File: src/rtl/seg_scan_ctrl_pkg.sv
// seg_scan_ctrl_pkg: shared constants, digit state type and hex-to-segment table for the scan controller
package seg_scan_ctrl_pkg;
  localparam int NUM_DIGITS = 4;
  localparam logic [3:0] ANODE_OFF = 4'b1111;
  localparam logic [3:0] ANODE_SEL [NUM_DIGITS] = '{4'b1110, 4'b1101, 4'b1011, 4'b0111};
  localparam logic [6:0] SEG_BLANK = 7'b1111111;
  // active-low {g,f,e,d,c,b,a}, indexed by nibble value
  localparam logic [6:0] HEX_SEG [16] = '{
    7'b1000000, 7'b1111001, 7'b0100100, 7'b0110000,
    7'b0011001, 7'b0010010, 7'b0000010, 7'b1111000,
    7'b0000000, 7'b0010000, 7'b0001000, 7'b0000011,
    7'b1000110, 7'b0100001, 7'b0000110, 7'b0001110
  };
  typedef enum logic [1:0] {DIG0, DIG1, DIG2, DIG3} digit_e;
endpackage

File: src/rtl/seg_scan_ctrl_if.sv
// seg_scan_ctrl_if: display data/load handshake and scan outputs between game logic (master) and controller (slave)
//   master drives digits_in[15:0], dp_in[3:0], en_in[3:0], load; reads load_ack, an, seg, dp, digit_idx, frame_start
interface seg_scan_ctrl_if;
  logic [15:0] digits_in;
  logic [3:0]  dp_in;
  logic [3:0]  en_in;
  logic        load;
  logic        load_ack;
  logic [3:0]  an;
  logic [6:0]  seg;
  logic        dp;
  logic [1:0]  digit_idx;
  logic        frame_start;
  modport master (output digits_in, dp_in, en_in, load,
                  input load_ack, an, seg, dp, digit_idx, frame_start);
  modport slave (input digits_in, dp_in, en_in, load,
                 output load_ack, an, seg, dp, digit_idx, frame_start);
endinterface

File: src/rtl/seg_scan_ctrl_seg7_decode.sv
// seg_scan_ctrl_seg7_decode: combinational hex nibble to active-low seven-segment pattern
//   i_nib[3:0] hex value in, o_seg[6:0] {g..a} active-low out
module seg_scan_ctrl_seg7_decode
  import seg_scan_ctrl_pkg::*;
(
  input  logic [3:0] i_nib,
  output logic [6:0] o_seg
);
  assign o_seg = HEX_SEG[i_nib];
endmodule

File: src/rtl/seg_scan_ctrl.sv
// seg_scan_ctrl: 4-digit multiplexed seven-segment scanner with blanking gap and frame-synchronous double buffer
//   clk, rst (async, active-high); bus: seg_scan_ctrl_if.slave carrying load handshake in and an/seg/dp/digit_idx/frame_start out
module seg_scan_ctrl
  import seg_scan_ctrl_pkg::*;
#(
  parameter int unsigned SCAN_DIV  = 32768,
  parameter int unsigned BLANK_CYC = 256
) (
  input  logic            clk,
  input  logic            rst,
  seg_scan_ctrl_if.slave  bus
);
  localparam int CW = $clog2(SCAN_DIV);
  logic [CW-1:0] r_cnt;
  digit_e        r_digit, w_digit_nxt;
  logic [15:0]   r_act_d, r_pend_d;
  logic [3:0]    r_act_dp, r_act_en, r_pend_dp, r_pend_en;
  logic          r_pend_v;
  logic          w_slot_end, w_wrap, w_show;
  logic [6:0]    w_seg;
  assign w_slot_end = r_cnt == CW'(SCAN_DIV - 1);
  // the frame boundary is the last cycle of digit 3's slot
  assign w_wrap = w_slot_end && r_digit == DIG3;
  assign w_show = 32'(r_cnt) >= BLANK_CYC && r_act_en[r_digit];
  assign bus.digit_idx = r_digit;
  always_comb w_digit_nxt = w_slot_end ? digit_e'(r_digit + 2'd1) : r_digit;
  seg_scan_ctrl_seg7_decode u_dec (
    .i_nib (r_act_d[{r_digit, 2'b00} +: 4]),
    .o_seg (w_seg)
  );
  always_ff @(posedge clk or posedge rst) begin
    if (rst) begin
      r_cnt   <= '0;
      r_digit <= DIG0;
    end else begin
      r_cnt   <= w_slot_end ? '0 : r_cnt + 1'b1;
      r_digit <= w_digit_nxt;
    end
  end
  // a load coinciding with the wrap bypasses pending so the new data still lands in this frame
  always_ff @(posedge clk or posedge rst) begin
    if (rst) begin
      {r_act_d, r_act_dp, r_act_en}    <= '0;
      {r_pend_d, r_pend_dp, r_pend_en} <= '0;
      r_pend_v        <= 1'b0;
      bus.load_ack    <= 1'b0;
      bus.frame_start <= 1'b0;
    end else begin
      if (bus.load) {r_pend_d, r_pend_dp, r_pend_en} <= {bus.digits_in, bus.dp_in, bus.en_in};
      if (w_wrap && bus.load) {r_act_d, r_act_dp, r_act_en} <= {bus.digits_in, bus.dp_in, bus.en_in};
      else if (w_wrap && r_pend_v) {r_act_d, r_act_dp, r_act_en} <= {r_pend_d, r_pend_dp, r_pend_en};
      r_pend_v        <= w_wrap ? 1'b0 : (r_pend_v || bus.load);
      bus.load_ack    <= w_wrap && (bus.load || r_pend_v);
      bus.frame_start <= w_wrap;
    end
  end
  always_ff @(posedge clk or posedge rst) begin
    if (rst) begin
      bus.an  <= ANODE_OFF;
      bus.seg <= SEG_BLANK;
      bus.dp  <= 1'b1;
    end else begin
      bus.an  <= w_show ? ANODE_SEL[r_digit] : ANODE_OFF;
      bus.seg <= w_show ? w_seg : SEG_BLANK;
      bus.dp  <= ~(w_show && r_act_dp[r_digit]);
    end
  end
endmodule
File: src/flat_wrapper.sv
// flat-port wrapper written by rule: the top's interface ports become plain ports
module seg_scan_ctrl_flat import seg_scan_ctrl_pkg::*;
#(
  parameter int unsigned SCAN_DIV  = 32768,
  parameter int unsigned BLANK_CYC = 256
)
  (clk, rst, bus_digits_in, bus_dp_in, bus_en_in, bus_load, bus_load_ack, bus_an, bus_seg, bus_dp, bus_digit_idx, bus_frame_start);
  seg_scan_ctrl_if bus_i ();
  input  logic clk;
  input  logic rst;
  input wire logic [$bits(bus_i.digits_in)-1:0] bus_digits_in;
  input wire logic [$bits(bus_i.dp_in)-1:0] bus_dp_in;
  input wire logic [$bits(bus_i.en_in)-1:0] bus_en_in;
  input wire logic [$bits(bus_i.load)-1:0] bus_load;
  output wire logic [$bits(bus_i.load_ack)-1:0] bus_load_ack;
  output wire logic [$bits(bus_i.an)-1:0] bus_an;
  output wire logic [$bits(bus_i.seg)-1:0] bus_seg;
  output wire logic [$bits(bus_i.dp)-1:0] bus_dp;
  output wire logic [$bits(bus_i.digit_idx)-1:0] bus_digit_idx;
  output wire logic [$bits(bus_i.frame_start)-1:0] bus_frame_start;
  assign bus_i.digits_in = bus_digits_in;
  assign bus_i.dp_in = bus_dp_in;
  assign bus_i.en_in = bus_en_in;
  assign bus_i.load = bus_load;
  assign bus_load_ack = bus_i.load_ack;
  assign bus_an = bus_i.an;
  assign bus_seg = bus_i.seg;
  assign bus_dp = bus_i.dp;
  assign bus_digit_idx = bus_i.digit_idx;
  assign bus_frame_start = bus_i.frame_start;
  seg_scan_ctrl #(.SCAN_DIV(SCAN_DIV), .BLANK_CYC(BLANK_CYC)) u_core (.clk(clk), .rst(rst), .bus(bus_i));
endmodule
File: config.mk
export PLATFORM = sky130hd
export DESIGN_NAME = seg_scan_ctrl_flat
export DESIGN_NICKNAME = d
export VERILOG_FILES = /design/src/rtl/seg_scan_ctrl_pkg.sv /design/src/rtl/seg_scan_ctrl_if.sv /design/src/rtl/seg_scan_ctrl_seg7_decode.sv /design/src/rtl/seg_scan_ctrl.sv /design/src/flat_wrapper.sv
export SDC_FILE = /design/constraint.sdc
export NUM_CORES = 1
export LEC_CHECK = 0
export BUFFER_PORTS_ARGS = -buffer_cell sky130_fd_sc_hd__buf_2
export CORE_MARGIN = 10
export CORE_UTILIZATION = 38
export DETAILED_ROUTE_END_ITERATION = 10
export GPL_TIMING_DRIVEN = 1
export HOLD_SLACK_MARGIN = 0.05
export PLACE_DENSITY = 0.57
export SLEW_MARGIN = 25
export SYNTH_ARGS = -nofsm -noshare
export SYNTH_HDL_FRONTEND = slang
export SYNTH_SLANG_ARGS = --single-unit
File: constraint.sdc
create_clock -name clk -period 3.4 [get_ports clk]
set_input_delay 0.17 -clock clk [delete_from_list [all_inputs] [get_ports clk]]
set_output_delay 0.17 -clock clk [all_outputs]
set_load 0.005 [all_outputs]
* Yosys cells after proc, flatten, opt, wreduce, memory -nomap -nowiden *
Memory sizes are Yosys's and may differ from the RTL's.
Cells that the tools add are included.
Widths: inputs -> output; s select.

storage, ports and cells
  ROM bits = 112
  word-level logic and storage cells = 54
  input port bits = 27
  bits in registers = 80
  output and inout bits = 16
  memories = 1

cells by class
  shift operators = 1
  $add $sub $neg = 2
  bitwise operators = 3
  reductions and logical operators = 8
  equality and inequality tests = 2
  $lt $le $gt $ge = 4
  mux-type cells = 19

memory list
  name              words  bits a word  rd ports  clocked after Yosys merged registers in  wr ports  RTL line                        RTL
  (name not given)  16     7            1         0                                        0         seg_scan_ctrl_seg7_decode.sv:9  assign o_seg = HEX_SEG[i_nib];

operators by type and width
  operator               number
  $mux 16                2
  $mux 4                 7
  $mux 7                 3
  $shiftx 16x5->4        1
  $add 15x1->15 const B  1
  $eq 15x15->1 const B   1
  $ge 15x9->1 const B    1
  $mux 15                1
  $bmux 4 s2             1
  $logic_and 1x1->1      6
  $ge 5x5->1 const B     1
  $not 4->5              1
  $bmux 1 s2             2
  $ge 3x3->1 const B     1
  $lt 2x3->1 const B     1
  $mux 1                 3
  $not 2->3              1
  $add 2x1->2 const B    1
  $eq 2x2->1 const B     1
  $reduce_bool 2->1      1
  $logic_or 1x1->1       1
  $not 1->1              1

* Longest topological paths before layout *
Gate-level depths: netlist of run 1.

  word-level depth = 6
  gate-level depth with buffers = 7
  gate-level depth less buffers = 6

* By module *
Synthesis of run 1 repeated with hierarchy kept, for this count alone.

unflattened totals
  cells, all modules = 269
  area total of the unflattened synthesis = 3662.3 µm²

modules (own cells, without submodules)
  module                     instances  area an instance (µm²)  seq. area each (µm²)  cells an instance
  seg_scan_ctrl              1          3387.0                  2016.9                237
  seg_scan_ctrl_seg7_decode  1          275.3                   0.0                   32

* Least setup slack after synthesis of run 1 *
No wires, ideal clock.

  kind = register to register
  from = register u_core.r_digit[0], in the netlist u_core.bus.digit_idx[0]
  to = register u_core.bus.seg[0]
  period minus slack after synthesis = 1858 ps
  data arrival time = 1767 ps
  required time = 3309 ps
  path slack = 1542 ps
  path buffers = 1
  setup time = 91 ps
  cell stages (with the launch flop) = 7
  path through = dfrtp_1 buf_2 mux4_2 inv_1 ha_1 nor2_1 o31ai_1

between the ends
  longest elaborated chain between the ends = 6
  elaborated cells between the ends (all ways) = 9
  those cells by class = shift: 1; mux: 5; bitwise: 1; reduce/logical: 1; memory: 1

RTL lines
  element                                    RTL line                        RTL
  start: declaration                         seg_scan_ctrl.sv:15             digit_e r_digit, w_digit_nxt;
  start signal: assignment                   seg_scan_ctrl.sv:37             r_digit <= w_digit_nxt;
  $shiftx 16x5->4                            seg_scan_ctrl.sv:28             .i_nib (r_act_d[{r_digit, 2'b00} +: 4]),
  $not 4->5 (not written as such)            seg_scan_ctrl_seg7_decode.sv:9
  $mem_v2 16x7                               --
  $mux 7 (not written as such) (2 in a row)  seg_scan_ctrl_seg7_decode.sv:9
  $mux 7 *                                   seg_scan_ctrl.sv:64             bus.seg <= w_show ? w_seg : SEG_BLANK;
  end signal: assignment                     seg_scan_ctrl.sv:64
  end: declaration                           seg_scan_ctrl_if.sv:17          output load_ack, an, seg, dp, digit_idx, frame_start);

Mark *: on every way between the ends. The rest lies on a longest branch, timed or not. The select of a mux whose other input is x is not followed.
A chain may end at the register's enable or synchronous reset.

* Worst setup path after layout of run 1 *
Ends and elaborated chain as after synthesis.

==> results of run 1 <==
## registers in the layout, summed over array words and instances (netlist names)
name / flops
u_core.bus.frame_start: 1
u_core.r_cnt: 15
u_core.r_pend_d: 16
u_core.r_pend_en: 4
u_core.bus.an: 4
u_core.bus.digit_idx: 2
u_core.bus.dp: 1
u_core.r_act_d: 16
u_core.bus.load_ack: 1
u_core.r_act_dp: 4
u_core.bus.seg: 7
u_core.r_act_en: 4
u_core.r_pend_v: 1
u_core.r_pend_dp: 4
## timing repair
action | 4_1_cts | 5_1_grt
setup buffers | 0 | 0
hold endpoints to repair | 36 | 0
setup endpoints to repair | 0 | 0
hold buffers | 2 | 0
## routing by layer
metal	GRT usage (%)	part of all wire, %	vias up
li1	-	-	1128
met1	14.4	47	1146
met2	17.3	47	46
met3	3.38	3.9	14
met4	4.90	2.1	0
met5	0	0	-
## per-stage QoR
step,instances,instance area [um^2]
after floorplan,289,3760
after global placement,456,4110
after detailed placement,456,4110
after CTS,474,4350
after global routing,474,4350
final,474,4350
## layout make-up
class	count	share of cell area (%)
flip-flops and latches	80	46.4
multi-input cells	186	37.7
repair buffers	51	6.51
well taps	133	3.83
clock buffers	10	2.94
clock inverters	6	1.93
inverters	8	0.691
## worst max-delay path, cell delays in order (launching register included)
cell	delay (ns)
dfrtp_1	0.63
mux4_2	0.66
inv_1	0.16
ha_1	0.24
nor2_1	0.08
o31ai_1	0.25
## report_power, final
part / internal [uW] / leakage (uW) / switching (uW)
sequential: 979 / 0.00100 / 8.24
combinational: 41.9 / 0.000884 / 47.8
clock: 411 / 0.000110 / 343
## cell usage after synthesis (2+ instances only)
cell / n / area share (%)
o211ai_1: 4 / 0.80
xor2_1: 14 / 3.3
o221ai_1: 2 / 0.47
buf_2: 5 / 0.67
dfrtp_1: 68 / 45
mux2_4: 10 / 4.0
and2_1: 4 / 0.67
buf_6: 2 / 0.60
mux2_2: 33 / 9.9
clkbuf_1: 6 / 0.60
buf_1: 2 / 0.20
mux4_2: 6 / 3.6
nand3_1: 9 / 1.2
and4_1: 3 / 0.70
and3_1: 2 / 0.33
inv_1: 8 / 0.80
o221a_2: 7 / 2.1
nand2_1: 13 / 1.3
xnor2_1: 3 / 0.70
a31oi_1: 7 / 1.2
dfstp_2: 12 / 8.4
ha_1: 12 / 4.0
nor2_1: 19 / 1.9
nand4_1: 4 / 0.67
o21ai_0: 3 / 0.40
mux2i_1: 9 / 2.4
nor3_1: 10 / 1.3
## logic make-up (layout without fill, tap and decap cells)
logic type / after synthesis / after routing / share of synthesized area (%)
AO/OA/AOI/OAI: 27 / 27 / 5.69
XOR/XNOR: 17 / 17 / 3.96
adder cells (fa/ha/maj): 12 / 12 / 3.99
buffers and inverters: 23 / 75 / 2.86
flip-flops: 80 / 80 / 53.6
multiplexers: 58 / 58 / 19.9
AND/OR/NAND/NOR: 72 / 72 / 10.0
## how the worst max path moves through the flow
stage,start,end,slack (ns)
finish,u_core.bus.digit_idx[0]$_DFFE_PP0N_,u_core.bus.seg[0]$_DFF_PP1_,1.30
CTS,u_core.bus.digit_idx[0]$_DFFE_PP0N_,u_core.bus.seg[0]$_DFF_PP1_,1.27
global route,u_core.bus.digit_idx[0]$_DFFE_PP0N_,u_core.bus.seg[0]$_DFF_PP1_,1.14
detailed placement,u_core.bus.digit_idx[0]$_DFFE_PP0N_,u_core.bus.seg[0]$_DFF_PP1_,1.31
floorplan,rst,u_core.bus.digit_idx[0]$_DFFE_PP0N_,1.20
global placement,u_core.bus.digit_idx[0]$_DFFE_PP0N_,u_core.bus.seg[0]$_DFF_PP1_,1.33
==> flow_metrics.tcl, run 1 <==
set metrics [dict create \
    outcome "finished, final reports clean" \
    path_clk_slew_ns 0.08 \
    viasPerCell 4.92 \
    antenna_cells 0 \
    setup_viol_count_final 0 \
    final_util_pct 44.7 \
    most-common-layout-cells "dfrtp_1, buf_2, mux2_2, nor2_1, xor2_1" \
    overflow 0 \
    design.die.area_mm2 0.0143 \
    yosysWarnings 0 \
    port_buffers 42 \
    cts_tree "built" \
    cts_buffer_depth 2 \
    drcViolationCount 0 \
    min_to "u_core.r_pend_d[3]$_DFFE_PP0P_" \
    postSynthCellCount 289 \
    holdWs_ns 0.0748 \
    layout-drive-gt1-share_pct 39.6 \
    ant_nets 0 \
    final.min_clock_period_ns 2.10 \
    timing.rr.start "u_core.bus.digit_idx[0]$_DFFE_PP0N_" \
    root_buffer "clkbuf_8" \
    power.total_uw 1830 \
    rows 36 \
    drv_slew 0 \
    grt_max_degree 41 \
    start_kind "register" \
    clk_latency_ns 0.35 \
    synthesis.nets 328 \
    start_util_pct 38.7 \
    min_from "bus_digits_in[3]" \
    vias 2334 \
    nNetsFinal 375 \
    synth_cell_types 39 \
    cp_data_required_time_ns 3.66 \
    r2r-end "u_core.bus.seg[0]$_DFF_PP1_" \
    gp_congestion 0.740 \
    multi_input_area_mm2 0.00164 \
    synth_edf_count 0 \
    hp-class "input port to register" \
    syn_avg_cell_area_um2 13.0 \
    maxCapViolCount 0 \
    die_x_um 120 \
    die_h_um 120 \
    setup_tns_ns 0 \
    peakVddDrop_uv 238 \
    hold_path_depth 2 \
    regArea_mm2 0.00202 \
    cts.sinks 80 \
    crit_path_end_kind "register" \
    routedWlPerCell_um 15.7 \
    nFillCells 934 \
    htree_levels 3 \
    synthesis.area_mm2 0.00376 \
    power.leakage_uw 0.00200 \
    antenna_found_initial 0 \
    critPathKind "register to register" \
    worst_slack_ns 1.30 \
    dr.first_iter.drc_count 93 \
    core_area_mm2 0.00973 \
    grt_pass1_vias 2524 \
    critical_path_arrival_ns 2.36 \
    synth-seq-area-share_pct 53.6 \
    place_hpwl_um 5350 \
    synth_seq_cells 80 \
    layout_commonest_cell "dfrtp_1" \
    power_density_mw_per_mm2 422 \
    finalHoldViolations 0 \
    skew_ns 0.00722 \
    io_pins 43 \
    groute.usage.overall_pct 11.2 \
    tightest_slew_ns 0.808 \
    syn_to_final_growth_pct 15.5 \
    max_slew_margin_pct 46.1 \
    finalCritPeriodShare_pct 61.8 \
    regToRegSetupSlack_ns 1.30 \
    ys.flop_type "dfrtp_1" \
    ys_async_sr_fraction_pct 100 \
    max_freq_mhz 476 \
    worstPathMaxFanout 9 \
    reg2reg_depth 5 \
    cts_made_buffers 9 \
    cts_resized 0 \
    rsz0062_at_grt "no" \
    dr.pass1.iters 5 \
    grt_pass1_wl_um 13100 \
    wirelength_um 7460 \
    place_ws_ns 1.31 \
]
No activity file was read; power rests on OpenSTA's default activity.
==> inputs of run 2 (changes only) <==
ABC_AREA = 1   (was unset)
clock period = 2.2 ns   (was 3.4 ns; I/O delays follow)
==> flow_metrics.tcl, run 2 <==
set metrics [dict create \
    post_cts_buffers 0 \
    nNetsFinal 561 \
    grt_max_degree 50 \
    vias 2872 \
    antenna_cells 0 \
    hp-class "input port to register" \
    viasPerCell 4.35 \
    drv_slew 0 \
    die_x_um 119 \
    maxCapViolCount 0 \
    crit_start "u_core.bus.digit_idx[1]$_DFFE_PP0N_" \
    syn_avg_cell_area_um2 8.28 \
    path_clk_slew_ns 0.08 \
    port_buffers 42 \
    design_area_mm2 0.00453 \
    setup_tns_ns 0 \
    synth_edf_count 0 \
    final.min_clock_period_ns 1.95 \
    place_hpwl_um 5460 \
    syn_to_final_growth_pct 20.6 \
    yosysMostFrequentCell "nand2_1" \
    regArea_mm2 0.00202 \
    min_from "bus_digits_in[14]" \
    gp_congestion 0.813 \
    synth_top_area_cell "dfrtp_1" \
    timing.rr.start "u_core.bus.digit_idx[1]$_DFFE_PP0N_" \
    drcViolationCount 0 \
    ant_nets 0 \
    routedWlPerCell_um 11.7 \
    multi_input_area_mm2 0.00140 \
    finalHoldViolations 0 \
    cts.sinks 80 \
    synthesis.area_mm2 0.00376 \
    crit_path_end_kind "register" \
    ys_async_sr_fraction_pct 100 \
    postSynthCellCount 454 \
    skew_ns 0.0161 \
    power_density_mw_per_mm2 604 \
    htree_levels 3 \
    netlist_top_cells_area "dfrtp_1, nand2_1, dfstp_2, inv_1, ha_1" \
    dr.first_iter.drc_count 187 \
    cts_resized 0 \
    rsz0062_at_grt "no" \
    root_buffer "clkbuf_8" \
    synth_seq_cells 80 \
    groute.usage.overall_pct 11.6 \
    layout-drive-gt1-share_pct 16.1 \
    dpl_cell_area_mm2 0.00411 \
    rows 36 \
    synth_top_cell_area_share_pct 45.3 \
    io_pins 43 \
    wirelength_um 7700 \
    cts_tree "built" \
    grt_pass1_vias 2998 \
    overflow 0 \
    critPathKind "register to register" \
    tightest_slew_ns 0.900 \
    start_kind "register" \
    ys.flop_type "dfrtp_1" \
    finalCritPeriodShare_pct 88.4 \
    synth_common_cells "nand2_1, dfrtp_1, inv_1" \
    peakVddDrop_uv 460 \
    cp_data_required_time_ns 2.47 \
    setup_viol_count_final 0 \
    grt_pass1_wl_um 13800 \
    antenna_found_initial 0 \
    layout_commonest_cell "nand2_1" \
    synthesis.nets 493 \
    most-common-layout-cells "nand2_1, dfrtp_1, inv_1, buf_2, nor2_1" \
    synth_cell_types 29 \
    die_h_um 119 \
    synth-seq-area-share_pct 53.7 \
    start_util_pct 38.8 \
    cts_made_buffers 9 \
    worstPathMaxFanout 10 \
    max_slew_margin_pct 39.9 \
    dr.pass1.iters 4 \
    design.die.area_mm2 0.0143 \
    cts_buffer_depth 2 \
    clk_latency_ns 0.35 \
    core_area_mm2 0.00968 \
    critical_path_arrival_ns 2.22 \
    outcome "finished, final reports clean" \
    nFillCells 988 \
    max_freq_mhz 514 \
    power.leakage_uw 0.00238 \
    yosysWarnings 0 \
]
## run 2: what timing repair did
action / in CTS / in global routing
endpoints found under the setup margin: 0 / 0
hold buffers: 24 / 0
hold endpoints to repair: 48 / 0
## run 2: layer usage
metal	routed length (um)	share of wire [%]	global-route usage (%)	vias to the layer above
li1	-	-	-	1507
met1	3680	48	14.8	1298
met2	3560	46	18.5	61
met3	387	5.0	3.59	6
met4	76	0.99	3.17	0
met5	0	0	0	-
## run 2: where the power goes
part           total (uW)  leakage [uW]  switching, uW  internal [uW]
clock                1060     0.0000943            533            525
sequential           1520      0.000917           10.4           1510
combinational         162       0.00137           90.8           71.7
## run 2: cell families (layout without fill, tap and decap cells)
| logic type | count (synthesis) | count (layout) | share of synthesized area [%] |
|---|---|---|---|
| simple gates | 230 | 230 | 25.7 |
| buf+inv | 83 | 156 | 9.02 |
| flops | 80 | 80 | 53.7 |
| compound gates | 41 | 41 | 5.76 |
| fa+ha+maj | 12 | 12 | 3.99 |
| xor+xnor | 8 | 8 | 1.86 |
## run 2: final timing paths
path                                                    to  slack, ns  cells after the start
setup reg to reg               u_core.bus.seg[0]$_DFF_PP1_       0.25                      9
hold reg to reg            u_core.r_pend_en[1]$_DFFE_PP0P_       0.47                      2
hold / removal             u_core.r_pend_d[14]$_DFFE_PP0P_       0.06                      3
max in group asynchronous      u_core.bus.seg[0]$_DFF_PP1_       1.14                      4
min in group asynchronous   u_core.r_act_en[3]$_DFFE_PP0P_       0.37                      3
setup / recovery               u_core.bus.seg[0]$_DFF_PP1_       0.25                      9
## run 2: layout make-up
type	count	share of cell area, %
Multi-Input combinational cell	291	30.9
Clock inverter	4	1.08
Sequential cell	80	44.5
Clock buffer	12	2.98
Tap cell	133	3.67
Timing Repair Buffer	72	11.2
Inverter	68	5.63
## run 2: critical path: stages, from the launching register on
cell and delay, ns:
dfrtp_1 0.54, clkinv_1 0.32, nand3_1 0.16, nand2_1 0.15, inv_1 0.13, ha_1 0.20
inv_1 0.08, o21ai_0 0.16, nand2_1 0.07, nand3_1 0.08
## run 2: metrics by stage
step	hold WS (ns)	util, %	cells	setup WS (ns)	total power [uW]
4_1_cts	0.0533	46.8	660	0.231	2780
2_1_floorplan	0.241	-	454	0.0581	1630
3_3_place_gp	0.208	42.4	620	0.322	1680
6_report	0.0643	46.8	660	0.254	2740
3_5_place_dp	0.208	42.4	620	0.267	1680
5_1_grt	0.0895	46.8	660	0.0147	2880
==> inputs of run 3 (changes only) <==
GPL_TIMING_DRIVEN = 0   (was 1)
==> flow_metrics.tcl, run 3 (synthesized netlist as in run 2, its figures left out) <==
set metrics [dict create \
    wl_met2_um 3730 \
    layout-drive-gt1-share_pct 17.4 \
    outcome "finished, final reports clean" \
    crit_path_end_kind "register" \
    groute.usage.overall_pct 12.1 \
    nFillCells 955 \
    crit_path_top_delay_cell "dfrtp_1" \
    cts_made_buffers 9 \
    final.min_clock_period_ns 1.94 \
    max_slew_margin_pct 68.4 \
    clk_latency_ns 0.36 \
    highest_layer "met4" \
    start_util_pct 38.8 \
    wl_met3_um 351 \
    dr.pass1.iters 6 \
    rsz0062_at_grt "no" \
    final_util_pct 47.7 \
    port_buffers 42 \
    start_kind "register" \
    place_hpwl_um 5770 \
    power.leakage_uw 0.00242 \
    met1Wirelength_um 3750 \
    cp_data_required_time_ns 2.49 \
    finalHoldViolations 0 \
    post_cts_buffers 0 \
    design.die.area_mm2 0.0143 \
    power_density_mw_per_mm2 587 \
    ant_nets 0 \
    drcViolationCount 0 \
    max_freq_mhz 515 \
    wirelength_um 7910 \
    routedWlPerCell_um 11.8 \
    drv_slew 0 \
    overflow 0 \
    critical_path_arrival_ns 2.23 \
    antenna_found_initial 0 \
    gp_congestion 0.793 \
    skew_ns 0.0207 \
    crit_buf_inv 4 \
    critPathMaxStageDelay_ns 0.48 \
    syn_to_final_growth_pct 22.8 \
    htree_levels 3 \
    dr.first_iter.drc_count 113 \
    io_pins 43 \
    worstPathMaxFanout 11 \
    final_cells 672 \
    finalCritPeriodShare_pct 88.2 \
    core_area_mm2 0.00968 \
    holdWs_ns 0.299 \
    peakVddDrop_uv 325 \
    grt_max_degree 47 \
    crit_chain "inv_1 -> clkbuf_4 -> nand2_1 -> nand3_1 -> nand2_1 -> inv_1 -> ha_1 -> inv_1 -> o21ai_0 -> nand2_1 -> nand3_1" \
    setup_viol_count_final 0 \
    antenna_cells 0 \
    nNetsFinal 573 \
    tightest_slew_ns 0.475 \
    vias 2958 \
    regArea_mm2 0.00202 \
    multi_input_area_mm2 0.00140 \
    cts_tree "built" \
    hp-class "input port to asynchronous set/reset pin" \
    cts.sinks 80 \
    rows 36 \
    cts_buffer_depth 2 \
    die_h_um 119 \
    most-common-layout-cells "nand2_1, dfrtp_1, inv_1, buf_2, nor2_1" \
    critPathKind "register to register" \
    viasPerCell 4.40 \
    die_x_um 119 \
    grt_pass1_wl_um 14200 \
    root_buffer "clkbuf_8" \
    layout_commonest_cell "nand2_1" \
    place_inst 630 \
    path_clk_slew_ns 0.10 \
    maxCapViolCount 0 \
    critPathTopFamily "buffers and inverters" \
    grt_pass1_vias 3009 \
]
==> run 3: cell type report <==
class	count	share of cell area, %
plain buffers	15	1.87
clock buffers	12	3.36
clock inverters	4	0.623
inverters	68	5.66
multi-input cells	291	30.4
flip-flops and latches	80	43.7
well taps	133	3.60
repair buffers	69	10.8
==> run 3: metal layers <==
metal  track usage (%)  vias up
met3              4.06        6
met2              19.1       43
met4              3.85        0
li1                  -     1540
met1              15.4     1369
met5                 0        -
==> run 3: final timing paths <==
kind,from,end,slack [ns],cells after the start
max,u_core.bus.digit_idx[0]$_DFFE_PP0N_,u_core.bus.seg[0]$_DFF_PP1_,0.26,11
min,rst,u_core.r_pend_d[0]$_DFFE_PP0P_,0.30,3
max reg2reg,u_core.bus.digit_idx[0]$_DFFE_PP0N_,u_core.bus.seg[0]$_DFF_PP1_,0.26,11
min reg2reg,u_core.r_pend_d[2]$_DFFE_PP0P_,u_core.r_pend_d[2]$_DFFE_PP0P_,0.47,2
max in group asynchronous,rst,u_core.bus.seg[4]$_DFF_PP1_,1.24,4
min in group clk,u_core.r_pend_d[2]$_DFFE_PP0P_,u_core.r_pend_d[2]$_DFFE_PP0P_,0.47,2
==> run 3: power breakdown <==
| group | internal [uW] | total [uW] | switching, uW |
|---|---|---|---|
| logic | 75.3 | 168 | 92.7 |
| registers | 1510 | 1520 | 9.53 |
| clock network | 472 | 1020 | 550 |
==> run 3: metrics by stage <==
stage / power (uW) / area, um^2 / setup TNS [ns] / worst slack [ns]
after floorplan: 1630 / 3760 / 0 / 0.0581
after global placement: 1670 / 4140 / -66.55 / -0.953
after detailed placement: 1680 / 4170 / 0 / 0.178
after CTS: 2750 / 4610 / 0 / 0.144
after global routing: 2840 / 4620 / 0 / 0.0152
final: 2710 / 4620 / 0 / 0.259
==> run 3: what timing repair did <==
item | in CTS | in global routing
endpoints found under the setup margin | 0 | 2
resized for setup | 0 | 3
hold endpoints to repair | 59 | 0
hold buffers | 26 | 0
==> run 3: worst reg2reg max path: stages, from the launching register on <==
cell,delay (ns)
dfrtp_1,0.48
inv_1,0.14
clkbuf_4,0.22
nand2_1,0.06
nand3_1,0.09
nand2_1,0.17
inv_1,0.15
ha_1,0.19
inv_1,0.08
o21ai_0,0.16
nand2_1,0.07
nand3_1,0.08
